<file path="src/rtl/nbit_1to2_demux_reg_if.sv">
// Stream bundle for the registered 1-to-2 demux: one producer side, two
// consumer ports, plus delivered-word counters and a busy flag.
interface nbit_1to2_demux_reg_if #(
  parameter int N  = 1,
  parameter int CW = 8
);
  logic [N-1:0]  in_data;
  logic          in_sel;
  logic          in_valid;
  logic          in_ready;
  logic [N-1:0]  a_data;
  logic          a_valid;
  logic          a_ready;
  logic [N-1:0]  b_data;
  logic          b_valid;
  logic          b_ready;
  logic [CW-1:0] cnt_a;
  logic [CW-1:0] cnt_b;
  logic          busy;

  modport master (
    output in_data, in_sel, in_valid,
    output a_ready, b_ready,
    input  in_ready,
    input  a_data, a_valid,
    input  b_data, b_valid,
    input  cnt_a, cnt_b, busy
  );

  modport slave (
    input  in_data, in_sel, in_valid,
    input  a_ready, b_ready,
    output in_ready,
    output a_data, a_valid,
    output b_data, b_valid,
    output cnt_a, cnt_b, busy
  );
endinterface

</file>
<file path="src/rtl/nbit_1to2_demux_reg.sv">
// Registered N-bit 1-to-2 stream demux: in_sel=1 routes to A, 0 to B,
// one-word output slot per port, per-port delivered-word counters.
module nbit_1to2_demux_reg #(
  parameter int N  = 1,
  parameter int CW = 8
) (
  input  logic                   clk,
  input  logic                   rst,
  nbit_1to2_demux_reg_if.slave   bus
);

  typedef enum logic {
    EMPTY = 1'b0,
    FULL  = 1'b1
  } slot_e;

  slot_e         r_a_st;
  slot_e         r_b_st;
  logic [N-1:0]  r_a_data;
  logic [N-1:0]  r_b_data;
  logic [CW-1:0] r_cnt_a;
  logic [CW-1:0] r_cnt_b;

  logic w_a_full;
  logic w_b_full;
  logic w_a_free;
  logic w_b_free;
  logic w_in_ready;
  logic w_accept;
  logic w_load_a;
  logic w_load_b;
  logic w_drain_a;
  logic w_drain_b;

  assign w_a_full  = (r_a_st == FULL);
  assign w_b_full  = (r_b_st == FULL);
  assign w_drain_a = w_a_full & bus.a_ready;
  assign w_drain_b = w_b_full & bus.b_ready;

  // A slot can take a word if it is empty or is being drained this cycle.
  assign w_a_free = !w_a_full | bus.a_ready;
  assign w_b_free = !w_b_full | bus.b_ready;

  assign w_in_ready = !rst &
    (bus.in_sel ? w_a_free : w_b_free);
  assign w_accept = bus.in_valid & w_in_ready;
  assign w_load_a = w_accept & bus.in_sel;
  assign w_load_b = w_accept & !bus.in_sel;

  always_ff @(posedge clk) begin
    if (rst) begin
      r_a_st   <= EMPTY;
      r_a_data <= '0;
      r_cnt_a  <= '0;
    end else begin
      if (w_load_a) begin
        r_a_st   <= FULL;
        r_a_data <= bus.in_data;
      end else if (w_drain_a) begin
        r_a_st   <= EMPTY;
      end
      if (w_drain_a) r_cnt_a <= r_cnt_a + 1'b1;
    end
  end

  always_ff @(posedge clk) begin
    if (rst) begin
      r_b_st   <= EMPTY;
      r_b_data <= '0;
      r_cnt_b  <= '0;
    end else begin
      if (w_load_b) begin
        r_b_st   <= FULL;
        r_b_data <= bus.in_data;
      end else if (w_drain_b) begin
        r_b_st   <= EMPTY;
      end
      if (w_drain_b) r_cnt_b <= r_cnt_b + 1'b1;
    end
  end

  assign bus.in_ready = w_in_ready;
  assign bus.a_data   = r_a_data;
  assign bus.a_valid  = w_a_full;
  assign bus.b_data   = r_b_data;
  assign bus.b_valid  = w_b_full;
  assign bus.cnt_a    = r_cnt_a;
  assign bus.cnt_b    = r_cnt_b;
  assign bus.busy     = w_a_full | w_b_full;

endmodule
</file>
<file path="src/flat_wrapper.sv">
// flat-port wrapper written by rule: the top's interface ports become plain ports
module nbit_1to2_demux_reg_flat 
#(
  parameter int N  = 1,
  parameter int CW = 8
)
  (clk, rst, bus_in_data, bus_in_sel, bus_in_valid, bus_a_ready, bus_b_ready, bus_in_ready, bus_a_data, bus_a_valid, bus_b_data, bus_b_valid, bus_cnt_a, bus_cnt_b, bus_busy);
  nbit_1to2_demux_reg_if #(.N(N), .CW(CW)) bus_i ();
  input  logic clk;
  input  logic rst;
  input wire logic [$bits(bus_i.in_data)-1:0] bus_in_data;
  input wire logic [$bits(bus_i.in_sel)-1:0] bus_in_sel;
  input wire logic [$bits(bus_i.in_valid)-1:0] bus_in_valid;
  input wire logic [$bits(bus_i.a_ready)-1:0] bus_a_ready;
  input wire logic [$bits(bus_i.b_ready)-1:0] bus_b_ready;
  output wire logic [$bits(bus_i.in_ready)-1:0] bus_in_ready;
  output wire logic [$bits(bus_i.a_data)-1:0] bus_a_data;
  output wire logic [$bits(bus_i.a_valid)-1:0] bus_a_valid;
  output wire logic [$bits(bus_i.b_data)-1:0] bus_b_data;
  output wire logic [$bits(bus_i.b_valid)-1:0] bus_b_valid;
  output wire logic [$bits(bus_i.cnt_a)-1:0] bus_cnt_a;
  output wire logic [$bits(bus_i.cnt_b)-1:0] bus_cnt_b;
  output wire logic [$bits(bus_i.busy)-1:0] bus_busy;
  assign bus_i.in_data = bus_in_data;
  assign bus_i.in_sel = bus_in_sel;
  assign bus_i.in_valid = bus_in_valid;
  assign bus_i.a_ready = bus_a_ready;
  assign bus_i.b_ready = bus_b_ready;
  assign bus_in_ready = bus_i.in_ready;
  assign bus_a_data = bus_i.a_data;
  assign bus_a_valid = bus_i.a_valid;
  assign bus_b_data = bus_i.b_data;
  assign bus_b_valid = bus_i.b_valid;
  assign bus_cnt_a = bus_i.cnt_a;
  assign bus_cnt_b = bus_i.cnt_b;
  assign bus_busy = bus_i.busy;
  nbit_1to2_demux_reg #(.N(N), .CW(CW)) u_core (.clk(clk), .rst(rst), .bus(bus_i));
endmodule
</file>
<file path="config.mk">
export PLATFORM = sky130hd
export DESIGN_NAME = nbit_1to2_demux_reg_flat
export DESIGN_NICKNAME = d
export VERILOG_FILES = /design/src/rtl/nbit_1to2_demux_reg_if.sv /design/src/rtl/nbit_1to2_demux_reg.sv /design/src/flat_wrapper.sv
export SDC_FILE = /design/constraint.sdc
export NUM_CORES = 1
export LEC_CHECK = 0
export BUFFER_PORTS_ARGS = -buffer_cell sky130_fd_sc_hd__buf_2
export CORE_MARGIN = 2
export CORE_UTILIZATION = 30
export CTS_BUF_LIST = sky130_fd_sc_hd__clkbuf_4 sky130_fd_sc_hd__clkbuf_8
export CTS_CLUSTER_SIZE = 24
export DETAILED_ROUTE_END_ITERATION = 8
export PLACE_DENSITY = 0.6
export RECOVER_POWER = 25
export SYNTH_ARGS = -nofsm -noshare
export SYNTH_HDL_FRONTEND = slang
export SYNTH_SLANG_ARGS = --single-unit
</file>
<file path="constraint.sdc">
create_clock -name clk -period 1.7 [get_ports clk]
set_input_delay 0.425 -clock clk [delete_from_list [all_inputs] [get_ports clk]]
set_output_delay 0.425 -clock clk [all_outputs]
set_load 0.02 [all_outputs]
</file>
==> results by group, run 1 <==
Run status
  • Status: finished, final reports clean

Clock network
  • Number of buffers between clock root and the deepest sink: 2
  • Clock transition at the register clock pins on the worst setup and hold paths after CTS: 0.11 ns
  • Clock tree root driver cell: sky130_fd_sc_hd__clkbuf_4
  • TritonCTS clock tree: yes
  • Total clock buffers created by CTS: 3
  • Num Clock Sinks: 20
  • Insertion delay of the later-clocked pin in the worst-skew pair: 0.29 ns
  • Deepest level of the CTS H-tree: 1

Cells and area
  • Ant. Diodes: 0
  • Number of fill cells in the layout: 299
  • Multi-input logic area: 493 um^2
  • Register Area: 404 um^2
  • Final layout net count: 150
  • Final core occ: 40.8%
  • Share of layout cells above drive strength 1: 32.4%
  • Non-Filler Instances: 170
  • Total non-filler cell area in the finished layout: 1140 um^2
  • Layout Area Growth over Synthesis: 26.6%

Power and ir drop
  • Fraction of power spent switching nets: 24.9%
  • Logic gate share of total power: 10.4%
  • Peak ir drop on the vdd network: 0.311 mV
  • Internal power component: 0.590 mW
  • Switch Pwr: 0.196 mW
  • Flop pwr share: 61.2%
  • Lkg Pwr: 0.469 nW
  • Post-route total power: 0.787 mW
  • Power density over cell area: 688 nW/um^2
  • Clock network fraction of design power: 28.4%

Critical path
  • Arrival time worst endpoint: 1.21 ns
  • Largest fanout on the critical path: 2
  • CP endpoint kind: output port
  • CP peak stage delay: 0.32 ns
  • Critical path class: reg2out
  • Critical path's top delay family: flip-flops
  • Cell count along the critical path: 4
  • Cell with the biggest individual delay on the critical path: sky130_fd_sc_hd__dfxtp_1
  • Cells on worst reg2reg path: 4
  • Startpoint Class: flip-flop
  • Crit path buffers/inverters: 1
  • Setup slack of the worst register-to-register path: 0.31 ns
  • Ordered list of cells on the worst path: or2b_4, nor2_2, a211oi_2, buf_2
  • Data required, critical path: 1.27 ns

GRT
  • Maximum number of pins on one net before global-route repair: 23
  • Global-route wire length before repair: 3.34 mm
  • Via count of the first global-routing pass: 767
  • Met2 demand-to-capacity share in global routing: 18.6%
  • Grt met3 use: 2.20%
  • Antenna violations before repair: 0
  • Layer carrying the most global-route usage: met2
  • Remaining global-route overflow: 0
  • Met1 capacity usage during global routing: 17.8%
  • GRT Resource Usage Total: 12.5%

Route
  • Residual antenna-violating net count after detailed routing: 0
  • Count of unresolved DRC violations after routing: 0
  • Per-cell via count in the routed design: 5.19
  • Vias after detailed routing: 882
  • Wire length per cell after detailed routing: 11.6 um
  • Number of detailed-route iterations in the first pass: 4
  • Violation count after the first detailed-routing iteration: 23
  • Total routed wirelength: 1.98 mm

Yosys
  • Top cells by area in the synthesized netlist: sky130_fd_sc_hd__dfxtp_1, sky130_fd_sc_hd__a21oi_1, sky130_fd_sc_hd__xor2_1
  • Top cell type's share of synthesized area: 44.3%
  • Yosys warnings: 0
  • Most area-hungry cell type in the Yosys netlist: sky130_fd_sc_hd__dfxtp_1
  • Share of async-settable or async-resettable flops after synthesis: 0%
  • Synth Instances: 105
  • Sequential share of the synthesized area: 44.3%
  • Number of enable-type register cells in the synthesized netlist: 0
  • Flip-flop cell with the highest count after synthesis: sky130_fd_sc_hd__dfxtp_1
  • Synthesized area divided by synthesized cell count: 8.60 um^2
  • Register bit total from synthesis: 20
  • Number of nets produced by synthesis: 114
  • Cell types with the highest counts after synthesis: sky130_fd_sc_hd__dfxtp_1, sky130_fd_sc_hd__a21oi_1, sky130_fd_sc_hd__nand2_1, sky130_fd_sc_hd__nor2_1
  • Synth Cell Area: 903 um^2
  • Distinct cells, synth: 22
  • Most repeated cell in the gate-level netlist after synthesis: sky130_fd_sc_hd__dfxtp_1

Floorplan
  • Top Ports: 29
  • Num rows: 19
  • Initial standard-cell utilization of the core: 32.2%
  • Floorplan die area: 3470 um^2
  • Overall die width: 58.9 um
  • Floorplan die height: 58.9 um
  • CORE AREA: 2810 um^2

STA
  • Fmax achieved: 613 MHz
  • Total of endpoints with negative setup slack in the final report: 0
  • Final period demand of the worst path: 1.63 ns
  • Unrepaired setup endpoints after global routing: false
  • Clock tree skew after final layout: 0.000472 ns
  • Worst-margin pin slew: 0.227 ns
  • Min Hold Slack: 0.403 ns
  • Number of max-slew violations in the final report: 0
  • Count of endpoints failing hold in the final timing report: 0
  • Total negative slack: 0 ns
  • Final setup slack of the worst path: 0.0692 ns
  • Part of the cycle the worst path needs: 95.9%
  • Worst relative slew slack: 84.8%

Placement
  • HPWL after detailed placement: 1.50 mm
  • Number of buffer cells added on primary ports: 28
  • Post-detailed-placement cell area: 1100 um^2
  • DP Cell Count: 165
  • Worst slack, placed: 0.153 ns
  • GP Congestion: 0.735

Flow run
  • Max Cap Violations: 0

Worst hold path
  • Class of the worst hold path: in2reg
  • Worst hold path cell count: 3
-- sequential cells by signal, summed over array words and instances (netlist names) --
signal,cells
u_core.bus.a_valid,1
u_core.bus.a_data,1
u_core.bus.cnt_a,8
u_core.bus.b_data,1
u_core.bus.b_valid,1
u_core.bus.cnt_b,8
-- metal layers --
metal  part of all wire (%)  up-vias
li1                       -      452
met1                     48      411
met2                     46       17
met3                    4.7        2
met4                   0.51        0
met5                      0        -
-- cell usage in the layout (no fill, tap or decap) --
cell                       instances
sky130_fd_sc_hd__nor2_1            8
sky130_fd_sc_hd__nor2b_1           4
sky130_fd_sc_hd__buf_4             5
sky130_fd_sc_hd__nor2_2            1
sky130_fd_sc_hd__or3_1             4
sky130_fd_sc_hd__or2b_4            1
sky130_fd_sc_hd__o31ai_1           4
sky130_fd_sc_hd__o21ai_0           6
sky130_fd_sc_hd__a211oi_2          1
sky130_fd_sc_hd__dfxtp_1          19
sky130_fd_sc_hd__dfxtp_4           1
sky130_fd_sc_hd__nand3_1           7
sky130_fd_sc_hd__nand2b_1          1
sky130_fd_sc_hd__nand3_2           1
sky130_fd_sc_hd__or4_1             4
sky130_fd_sc_hd__or2b_2            1
sky130_fd_sc_hd__nand4_1           5
sky130_fd_sc_hd__a21oi_1          14
sky130_fd_sc_hd__or2_2             1
sky130_fd_sc_hd__nand2_1           9
sky130_fd_sc_hd__xor2_1            4
sky130_fd_sc_hd__mux2_2            2
sky130_fd_sc_hd__inv_1             2
sky130_fd_sc_hd__buf_2            28
sky130_fd_sc_hd__or3b_1            1
sky130_fd_sc_hd__clkbuf_4          3
sky130_fd_sc_hd__ha_1              2
-- worst min-delay path, delay by kind of cell --
family / cells / cell delay [ns]
buf+inv: 1 / 0.11
simple gates: 1 / 0.07
compound gates: 1 / 0.06
-- worst paths after layout --
kind                      start                  end
min reg2reg   u_core.bus.a_data    u_core.bus.a_data
max          u_core.bus.b_valid         bus_in_ready
min                 bus_in_data    u_core.bus.a_data
max reg2reg  u_core.bus.b_valid  u_core.bus.cnt_b[7]
-- power groups by stage --
stage,Combinational [mW],Clock (mW),Sequential (mW)
floorplan,0.0301,0,0.504
global placement,0.0743,0,0.493
detailed placement,0.0764,0,0.494
CTS,0.0768,0.233,0.483
global route,0.0911,0.255,0.483
finish,0.0816,0.223,0.482
-- repair_timing --
item,in CTS,in global routing
pin swaps,0,1
buffers inserted,0,2
setup endpoints to repair,1,1
hold buffers,0,0
hold endpoints to repair,0,0
resized for setup,1,5
-- kinds of logic (layout without fill, tap and decap cells) --
kind of cell / Yosys count / count (layout) / share of synthesized area [%]
AND/OR/NAND/NOR: 48 / 48 / 29.6
AO/OA/AOI/OAI: 25 / 25 / 15.2
flip-flops: 20 / 20 / 44.3
XOR/XNOR: 4 / 4 / 3.88
buffers and inverters: 4 / 38 / 1.66
adder cells (fa/ha/maj): 2 / 2 / 2.77
multiplexers: 2 / 2 / 2.49
-- final cells by class --
cell class / instances / area share, %
tap: 31 / 3.39
clock buffer: 3 / 1.97
inverter: 2 / 0.656
sequential: 20 / 35.3
timing repair buffer: 33 / 15.5
multi-input combinational: 81 / 43.1
(Power assumes the default switching activity.)
==> run 2: changes to the inputs <==
--- a/config.mk
+++ b/config.mk
@@ -5,13 +5,14 @@
 export SDC_FILE = /design/constraint.sdc
 export NUM_CORES = 1
 export LEC_CHECK = 0
+export ABC_AREA = 1
 export BUFFER_PORTS_ARGS = -buffer_cell sky130_fd_sc_hd__buf_2
 export CORE_MARGIN = 2
 export CORE_UTILIZATION = 30
 export CTS_BUF_LIST = sky130_fd_sc_hd__clkbuf_4 sky130_fd_sc_hd__clkbuf_8
 export CTS_CLUSTER_SIZE = 24
 export DETAILED_ROUTE_END_ITERATION = 8
-export PLACE_DENSITY = 0.6
+export PLACE_DENSITY = 0.59
 export RECOVER_POWER = 25
 export SYNTH_ARGS = -nofsm -noshare
 export SYNTH_HDL_FRONTEND = slang
==> run 2 against run 1 <==
  * Maximum frequency is 4.0% higher
  * Via count rose by 2.7%
  * First-iteration DRC count decreased by 35%
  * Utilization decreased by 2.2 points
  * Synthesized area increased by 6.9%
  * Cell area is 3.1% higher
  * Register-to-register slack gained 0.13 ns
  * Non-clock buffer count decreased by 4
  * Largest cell class unchanged
  * Highest routed layer unchanged
==> results by group, run 2 <==
Critical path
  • Setup slack of the worst register-to-register path: 0.44 ns (+0.13 ns)
  • Ordered list of cells on the worst path: nand3_1, nand2_1, nor2_1, buf_2
  • Critical path's top delay family: flip-flops
  • Cell count along the critical path: 4 (unchanged)
  • Cell with the biggest individual delay on the critical path: sky130_fd_sc_hd__dfxtp_2
  • Largest fanout on the critical path: 6 (+4)
  • Critical path class: reg2out
  • Critical register-to-register path endpoint: u_core.bus.cnt_a[4]
  • Startpoint Class: flip-flop
  • Cells on worst reg2reg path: 6 (+2)
  • Worst setup path endpoint: bus_in_ready
  • Crit path buffers/inverters: 1 (unchanged)
  • Reg2Reg Launch Point: u_core.bus.cnt_a[0]
  • Arrival time worst endpoint: 1.14 ns (-0.07 ns)
  • CP endpoint kind: output port
  • Data required, critical path: 1.27 ns (about the same)
  • CP peak stage delay: 0.37 ns (+0.05 ns)
  • Launching element of the worst setup path: u_core.bus.a_valid

Placement
  • Post-detailed-placement cell area: 1150 um^2 (+5.2%)
  • HPWL after detailed placement: 1.57 mm (+4.4%)
  • Number of buffer cells added on primary ports: 28 (unchanged)
  • GP Congestion: 0.748 (+1.8%)
  • DP Cell Count: 203 (+23%)
  • Worst slack, placed: 0.239 ns (+0.0855 ns)

STA
  • Unrepaired setup endpoints after global routing: false
  • Clock tree skew after final layout: 0.00914 ns (+0.00866 ns)
  • Total negative slack: 0 ns (unchanged)
  • Worst relative slew slack: 48.8% (-36 points)
  • Final setup slack of the worst path: 0.131 ns (+0.0622 ns)
  • Count of endpoints failing hold in the final timing report: 0 (unchanged)
  • Worst-margin pin slew: 0.768 ns (+0.541 ns)
  • Min Hold Slack: 0.325 ns (-0.0784 ns)
  • Total of endpoints with negative setup slack in the final report: 0 (unchanged)
  • Part of the cycle the worst path needs: 92.3% (-3.7 points)
  • Final period demand of the worst path: 1.57 ns (-0.0622 ns)
  • Number of max-slew violations in the final report: 0 (unchanged)
  • Fmax achieved: 637 MHz (+4.0%)

Route
  • Wire length per cell after detailed routing: 9.49 um (-18%)
  • Vias after detailed routing: 906 (+2.7%)
  • Total routed wirelength: 1.97 mm (-0.66%)
  • Number of detailed-route iterations in the first pass: 3 (-1)
  • Per-cell via count in the routed design: 4.38 (-16%)
  • Count of unresolved DRC violations after routing: 0 (unchanged)
  • Residual antenna-violating net count after detailed routing: 0 (unchanged)
  • Violation count after the first detailed-routing iteration: 15 (-35%)

GRT
  • Antenna violations before repair: 0 (unchanged)
  • Met2 demand-to-capacity share in global routing: 22.9% (+4.3 points)
  • GRT Resource Usage Total: 12.3% (-0.14 points)
  • Global-route wire length before repair: 3.40 mm (+1.9%)
  • Maximum number of pins on one net before global-route repair: 19 (-17%)
  • Via count of the first global-routing pass: 846 (+10%)
  • Met1 capacity usage during global routing: 13.3% (-4.6 points)
  • Layer carrying the most global-route usage: met2
  • Remaining global-route overflow: 0 (unchanged)
  • Grt met3 use: 4.48% (+2.3 points)

Clock network
  • Clock tree root driver cell: sky130_fd_sc_hd__clkbuf_4
  • Post-cts gate resize count: 0 (-1)
  • Num Clock Sinks: 20 (unchanged)
  • Clock transition at the register clock pins on the worst setup and hold paths after CTS: 0.12 ns (about the same)
  • Number of buffers inserted to repair setup after CTS: 0 (unchanged)
  • Deepest level of the CTS H-tree: 1 (unchanged)
  • TritonCTS clock tree: yes
  • Total clock buffers created by CTS: 3 (unchanged)
  • Insertion delay of the later-clocked pin in the worst-skew pair: 0.30 ns (about the same)
  • Hold buffer count at CTS: 0 (unchanged)
  • Number of buffers between clock root and the deepest sink: 2 (unchanged)

Yosys
  • Top cells by area in the synthesized netlist: sky130_fd_sc_hd__dfxtp_1, sky130_fd_sc_hd__nor2_1, sky130_fd_sc_hd__nand2_1
  • Most repeated cell in the gate-level netlist after synthesis: sky130_fd_sc_hd__nor2_1
  • Synth Cell Area: 966 um^2 (+6.9%)
  • Register bit total from synthesis: 20 (unchanged)
  • Yosys warnings: 0 (unchanged)
  • Sequential share of the synthesized area: 41.5% (-2.9 points)
  • Most area-hungry cell type in the Yosys netlist: sky130_fd_sc_hd__dfxtp_1
  • Synthesized area divided by synthesized cell count: 7.37 um^2 (-14%)
  • Distinct cells, synth: 19 (-14%)
  • Synth Instances: 131 (+25%)
  • Flip-flop cell with the highest count after synthesis: sky130_fd_sc_hd__dfxtp_1
  • Top cell type's share of synthesized area: 41.5% (-2.9 points)
  • Number of enable-type register cells in the synthesized netlist: 0 (unchanged)
  • Cell types with the highest counts after synthesis: sky130_fd_sc_hd__nor2_1, sky130_fd_sc_hd__nand2_1, sky130_fd_sc_hd__inv_1
  • Number of nets produced by synthesis: 140 (+23%)
  • Share of async-settable or async-resettable flops after synthesis: 0% (unchanged)

Cells and area
  • Ant. Diodes: 0 (unchanged)
  • Most frequent cells in the layout: sky130_fd_sc_hd__buf_2, sky130_fd_sc_hd__nor2_1, sky130_fd_sc_hd__nand2_1
  • Share of layout cells above drive strength 1: 25.8% (-6.6 points)
  • Total non-filler cell area in the finished layout: 1180 um^2 (+3.1%)
  • Commonest non-fill, non-tap cell in the layout: sky130_fd_sc_hd__buf_2
  • Non-Filler Instances: 207 (+22%)
  • Final layout net count: 173 (+15%)
  • Layout Area Growth over Synthesis: 22.0%

Floorplan
  • Floorplan die area: 3690 um^2 (+6.4%)
  • CORE AREA: 3050 um^2 (+8.8%)
  • Num rows: 20 (+1)
  • Overall die width: 60.7 um (+3.2%)
  • Top Ports: 29 (unchanged)
  • Floorplan die height: 60.7 um (+3.2%)
  • Initial standard-cell utilization of the core: 31.6% (-0.56 points)

Power and ir drop
  • Power density over cell area: 703 nW/um^2 (+2.2%)
  • Internal power component: 0.630 mW (+6.6%)
  • Switch Pwr: 0.199 mW (+1.4%)
  • Lkg Pwr: 0.608 nW (+29%)
  • Peak ir drop on the vdd network: 0.296 mV (-4.9%)
  • Clock network fraction of design power: 33.5% (+5.1 points)
  • Logic gate share of total power: 8.4% (-2.0 points)
  • Flop pwr share: 58.1% (-3.1 points)
  • Fraction of power spent switching nets: 24.0% (-0.94 points)

Worst hold path
  • Class of the worst hold path: in2reg

Run status
  • Status: finished, final reports clean

Flow run
  • Max Cap Violations: 0 (unchanged)
-- run 2: final cells by class --
| class | instances | area [um^2] |
|---|---|---|
| tap | 44 | 55.1 |
| multi-input combinational | 88 | 459 |
| fill | 348 | 1870 |
| inverter | 22 | 82.6 |
| clock buffer | 4 | 36.3 |
| timing repair buffer | 29 | 144 |
| sequential | 20 | 402 |
-- run 2: worst reg2reg max path, stage by stage, from the launching register on --
cell and delay, ns:
sky130_fd_sc_hd__dfxtp_1 0.43, sky130_fd_sc_hd__ha_1 0.17, sky130_fd_sc_hd__inv_1 0.07, sky130_fd_sc_hd__nor3_4 0.23, sky130_fd_sc_hd__nand2_1 0.10, sky130_fd_sc_hd__o21ai_1 0.12
sky130_fd_sc_hd__a21oi_1 0.05
-- run 2: through the flow --
step | utilization, % | power [mW]
floorplan | - | 0.536
global placement | 37.8 | 0.562
detailed placement | 37.8 | 0.564
CTS | 39.0 | 0.846
global route | 38.6 | 0.878
finish | 38.6 | 0.829
-- run 2: power groups by stage --
| stage | Clock [mW] | Combinational (mW) | Sequential [mW] |
|---|---|---|---|
| after floorplan | 0 | 0.0364 | 0.500 |
| after global placement | 0 | 0.0696 | 0.492 |
| after detailed placement | 0 | 0.0713 | 0.493 |
| after CTS | 0.292 | 0.0715 | 0.482 |
| after global routing | 0.317 | 0.0772 | 0.484 |
| final | 0.277 | 0.0694 | 0.482 |
-- run 2: worst min path at each step --
stage                              startpoint                   to  slack, ns  cells after the start
after floorplan                           rst   u_core.bus.a_valid       0.49                      1
after global routing                      rst   u_core.bus.a_valid       0.31                      2
after detailed placement    u_core.bus.b_data    u_core.bus.b_data       0.47                      2
after global placement    u_core.bus.cnt_b[4]  u_core.bus.cnt_b[4]       0.46                      2
after CTS                                 rst    u_core.bus.a_data       0.34                      2
final                                     rst   u_core.bus.a_valid       0.33                      2
-- run 2: routing by layer --
metal	vias up	share of wire (%)
li1	478	-
met4	0	0.41
met3	2	4.4
met5	-	0
met2	14	52
met1	412	43
-- run 2: logic make-up (layout without fill, tap and decap cells) --
| kind of cell | count (synthesis) | after routing | synth area share, % |
|---|---|---|---|
| AO/OA/AOI/OAI | 18 | 18 | 9.33 |
| adder cells (fa/ha/maj) | 2 | 2 | 2.59 |
| flip-flops | 20 | 20 | 41.5 |
| AND/OR/NAND/NOR | 68 | 68 | 36.7 |
| buffers and inverters | 23 | 55 | 9.97 |
==> run 3: changes to the inputs <==
==> constraint.sdc (replaced) <==
create_clock -name clk -period 1.7 [get_ports clk]
set_input_delay 0.085 -clock clk [delete_from_list [all_inputs] [get_ports clk]]
set_output_delay 0.085 -clock clk [all_outputs]
set_load 0.02 [all_outputs]
==> run 3 against run 2 <==
  * Die area is the same
  * Via count down 1.4%
  * Clock skew fell by 0.0026 ns
  * Register-to-register slack improved by 0.06 ns
  * Critical path depth grew 2
  * Worst setup slack improved by 0.062 ns
  * Wire length shrank 1.2%
  * Worst hold slack worse by 0.22 ns
  * Utilization rose by 0.12 points
  * Sequential share of layout area fell by 0.21 points
==> results by group, run 3 (synthesis results as in run 2) <==
Run status
  • Status: finished, final reports clean

Critical path
  • Ordered list of cells on the worst path: dlygate4sd3_1, buf_2, inv_2, nand2_1, nor2_1, buf_2
  • CP peak stage delay: 0.54 ns (+0.17 ns)
  • CP endpoint kind: output port
  • Largest fanout on the critical path: 19 (+13)
  • Cells on worst reg2reg path: 6 (unchanged)
  • Data required, critical path: 1.62 ns (+0.35 ns)
  • Cell repeated most along the worst path: sky130_fd_sc_hd__buf_2
  • Arrival time worst endpoint: 1.42 ns (+0.28 ns)
  • Critical path class: in2out
  • Startpoint Class: input port
  • Cell with the biggest individual delay on the critical path: sky130_fd_sc_hd__dlygate4sd3_1

GRT
  • Via count of the first global-routing pass: 761 (-10%)
  • Global-route wire length before repair: 3.17 mm (-6.9%)
  • Antenna violations before repair: 0 (unchanged)
  • Maximum number of pins on one net before global-route repair: 20 (+1)
  • GRT Resource Usage Total: 11.7% (-0.64 points)
  • Remaining global-route overflow: 0 (unchanged)

Worst hold path
  • Worst hold path cell count: 4 (+2)
  • Class of the worst hold path: in2reg

Clock network
  • Insertion delay of the later-clocked pin in the worst-skew pair: 0.30 ns (about the same)
  • Number of buffers between clock root and the deepest sink: 2 (unchanged)
  • Number of buffers inserted to repair setup after CTS: 0 (unchanged)
  • Total clock buffers created by CTS: 3 (unchanged)
  • TritonCTS clock tree: yes
  • Clock tree root driver cell: sky130_fd_sc_hd__clkbuf_4
  • Post-cts gate resize count: 0 (unchanged)
  • Clock transition at the register clock pins on the worst setup and hold paths after CTS: 0.11 ns (about the same)
  • Num Clock Sinks: 20 (unchanged)
  • Deepest level of the CTS H-tree: 1 (unchanged)

Cells and area
  • Final layout net count: 173 (unchanged)
  • Most frequent cells in the layout: sky130_fd_sc_hd__nor2_1, sky130_fd_sc_hd__nand2_1, sky130_fd_sc_hd__inv_1
  • Final core occ: 38.7% (+0.12 points)
  • Number of fill cells in the layout: 334 (-4.0%)
  • Ant. Diodes: 0 (unchanged)
  • Multi-input logic area: 469 um^2 (+2.2%)
  • Layout Area Growth over Synthesis: 22.4%
  • Share of layout cells above drive strength 1: 21.5% (-4.3 points)
  • Register Area: 400 um^2 (-0.31%)
  • Commonest non-fill, non-tap cell in the layout: sky130_fd_sc_hd__nor2_1

STA
  • Part of the cycle the worst path needs: 88.6% (-3.6 points)
  • Number of max-slew violations in the final report: 0 (unchanged)
  • Worst-margin pin slew: 0.305 ns (-0.463 ns)
  • Final setup slack of the worst path: 0.193 ns (+0.0617 ns)
  • Total negative slack: 0 ns (unchanged)
  • Count of endpoints failing hold in the final timing report: 0 (unchanged)
  • Fmax achieved: 664 MHz (+4.1%)
  • Worst relative slew slack: 79.6% (+31 points)
  • Final period demand of the worst path: 1.51 ns (-0.0617 ns)
  • Clock tree skew after final layout: 0.00653 ns (-0.00260 ns)
  • Unrepaired setup endpoints after global routing: false
  • Total of endpoints with negative setup slack in the final report: 0 (unchanged)

Placement
  • Worst slack, placed: 0.490 ns (+0.251 ns)
  • Number of buffer cells added on primary ports: 28 (unchanged)
  • GP Congestion: 0.748 (about the same)
  • HPWL after detailed placement: 1.49 mm (-4.7%)

Floorplan
  • Floorplan die area: 3690 um^2 (unchanged)
  • CORE AREA: 3050 um^2 (unchanged)
  • Floorplan die height: 60.7 um (unchanged)
  • Overall die width: 60.7 um (unchanged)
  • Initial standard-cell utilization of the core: 31.6% (unchanged)
  • Top Ports: 29 (unchanged)
  • Num rows: 20 (unchanged)

Power and ir drop
  • Peak ir drop on the vdd network: 0.294 mV (-0.60%)
  • Power density over cell area: 699 nW/um^2 (-0.53%)
  • Lkg Pwr: 0.571 nW (-6.1%)

Route
  • Violation count after the first detailed-routing iteration: 26 (+11)
  • Wire length per cell after detailed routing: 9.38 um (-1.2%)
  • Vias after detailed routing: 893 (-1.4%)
  • Total routed wirelength: 1.94 mm (-1.2%)
  • Per-cell via count in the routed design: 4.31 (-1.4%)
  • Count of unresolved DRC violations after routing: 0 (unchanged)
  • Residual antenna-violating net count after detailed routing: 0 (unchanged)
  • Number of detailed-route iterations in the first pass: 4 (+1)

Flow run
  • Max Cap Violations: 0 (unchanged)
run 3: cell count changes in the layout (fill, tap and decap cells not counted):
cell and change:
sky130_fd_sc_hd__inv_2 +1, sky130_fd_sc_hd__dfxtp_2 -1, sky130_fd_sc_hd__nand2_1 -1, sky130_fd_sc_hd__buf_2 -9
sky130_fd_sc_hd__inv_1 -1, sky130_fd_sc_hd__clkbuf_1 +8, sky130_fd_sc_hd__nand2_2 +1, sky130_fd_sc_hd__dlygate4sd3_1 +1
sky130_fd_sc_hd__nor2_4 +1, sky130_fd_sc_hd__dfxtp_1 +1, sky130_fd_sc_hd__nor2_1 -1
run 3: worst max-delay path: cells and delay by family:
| kind | cells | cell delay, ns |
|---|---|---|
| buffers and inverters | 4 | 1.13 |
| AND/OR/NAND/NOR | 2 | 0.21 |
run 3: worst paths after layout:
check                              to  slack [ns]           startpoint
hold reg to reg   u_core.bus.cnt_a[4]        0.49  u_core.bus.cnt_a[4]
setup / recovery         bus_in_ready        0.19                  rst
hold / removal      u_core.bus.b_data        0.11         bus_in_valid
setup reg to reg  u_core.bus.cnt_b[4]        0.50  u_core.bus.cnt_b[0]
run 3: per-stage QoR:
stage	total power, mW	hold slack (ns)	std cells	cell area [um^2]
after floorplan	0.536	0.154	131	966
after global placement	0.560	0.330	202	1150
after detailed placement	0.562	0.329	202	1150
after CTS	0.845	0.0895	207	1190
after global routing	0.875	0.118	207	1180
final	0.827	0.105	207	1180
run 3: area by class of cell:
type	instances	area share, %
Clock buffer	4	3.07
Timing Repair Buffer	29	11.7
Tap cell	44	4.66
Multi-Input combinational cell	88	39.7
Inverter	22	6.98
Sequential cell	20	33.9
run 3: repair_timing:
action	in CTS	in global routing
hold endpoints to repair	3	0
hold buffers	1	0
setup endpoints to repair	0	0
run 3: layer usage:
layer	wire (um)	GRT usage, %
met5	0	0
met3	93	5.33
met4	16	4.66
met1	920	13.1
met2	911	19.4
run 3: power breakdown:
part	switching, mW	internal [mW]	total [mW]
clock	0.144	0.131	0.275
combinational	0.0456	0.0241	0.0697
sequential	0.00703	0.475	0.482
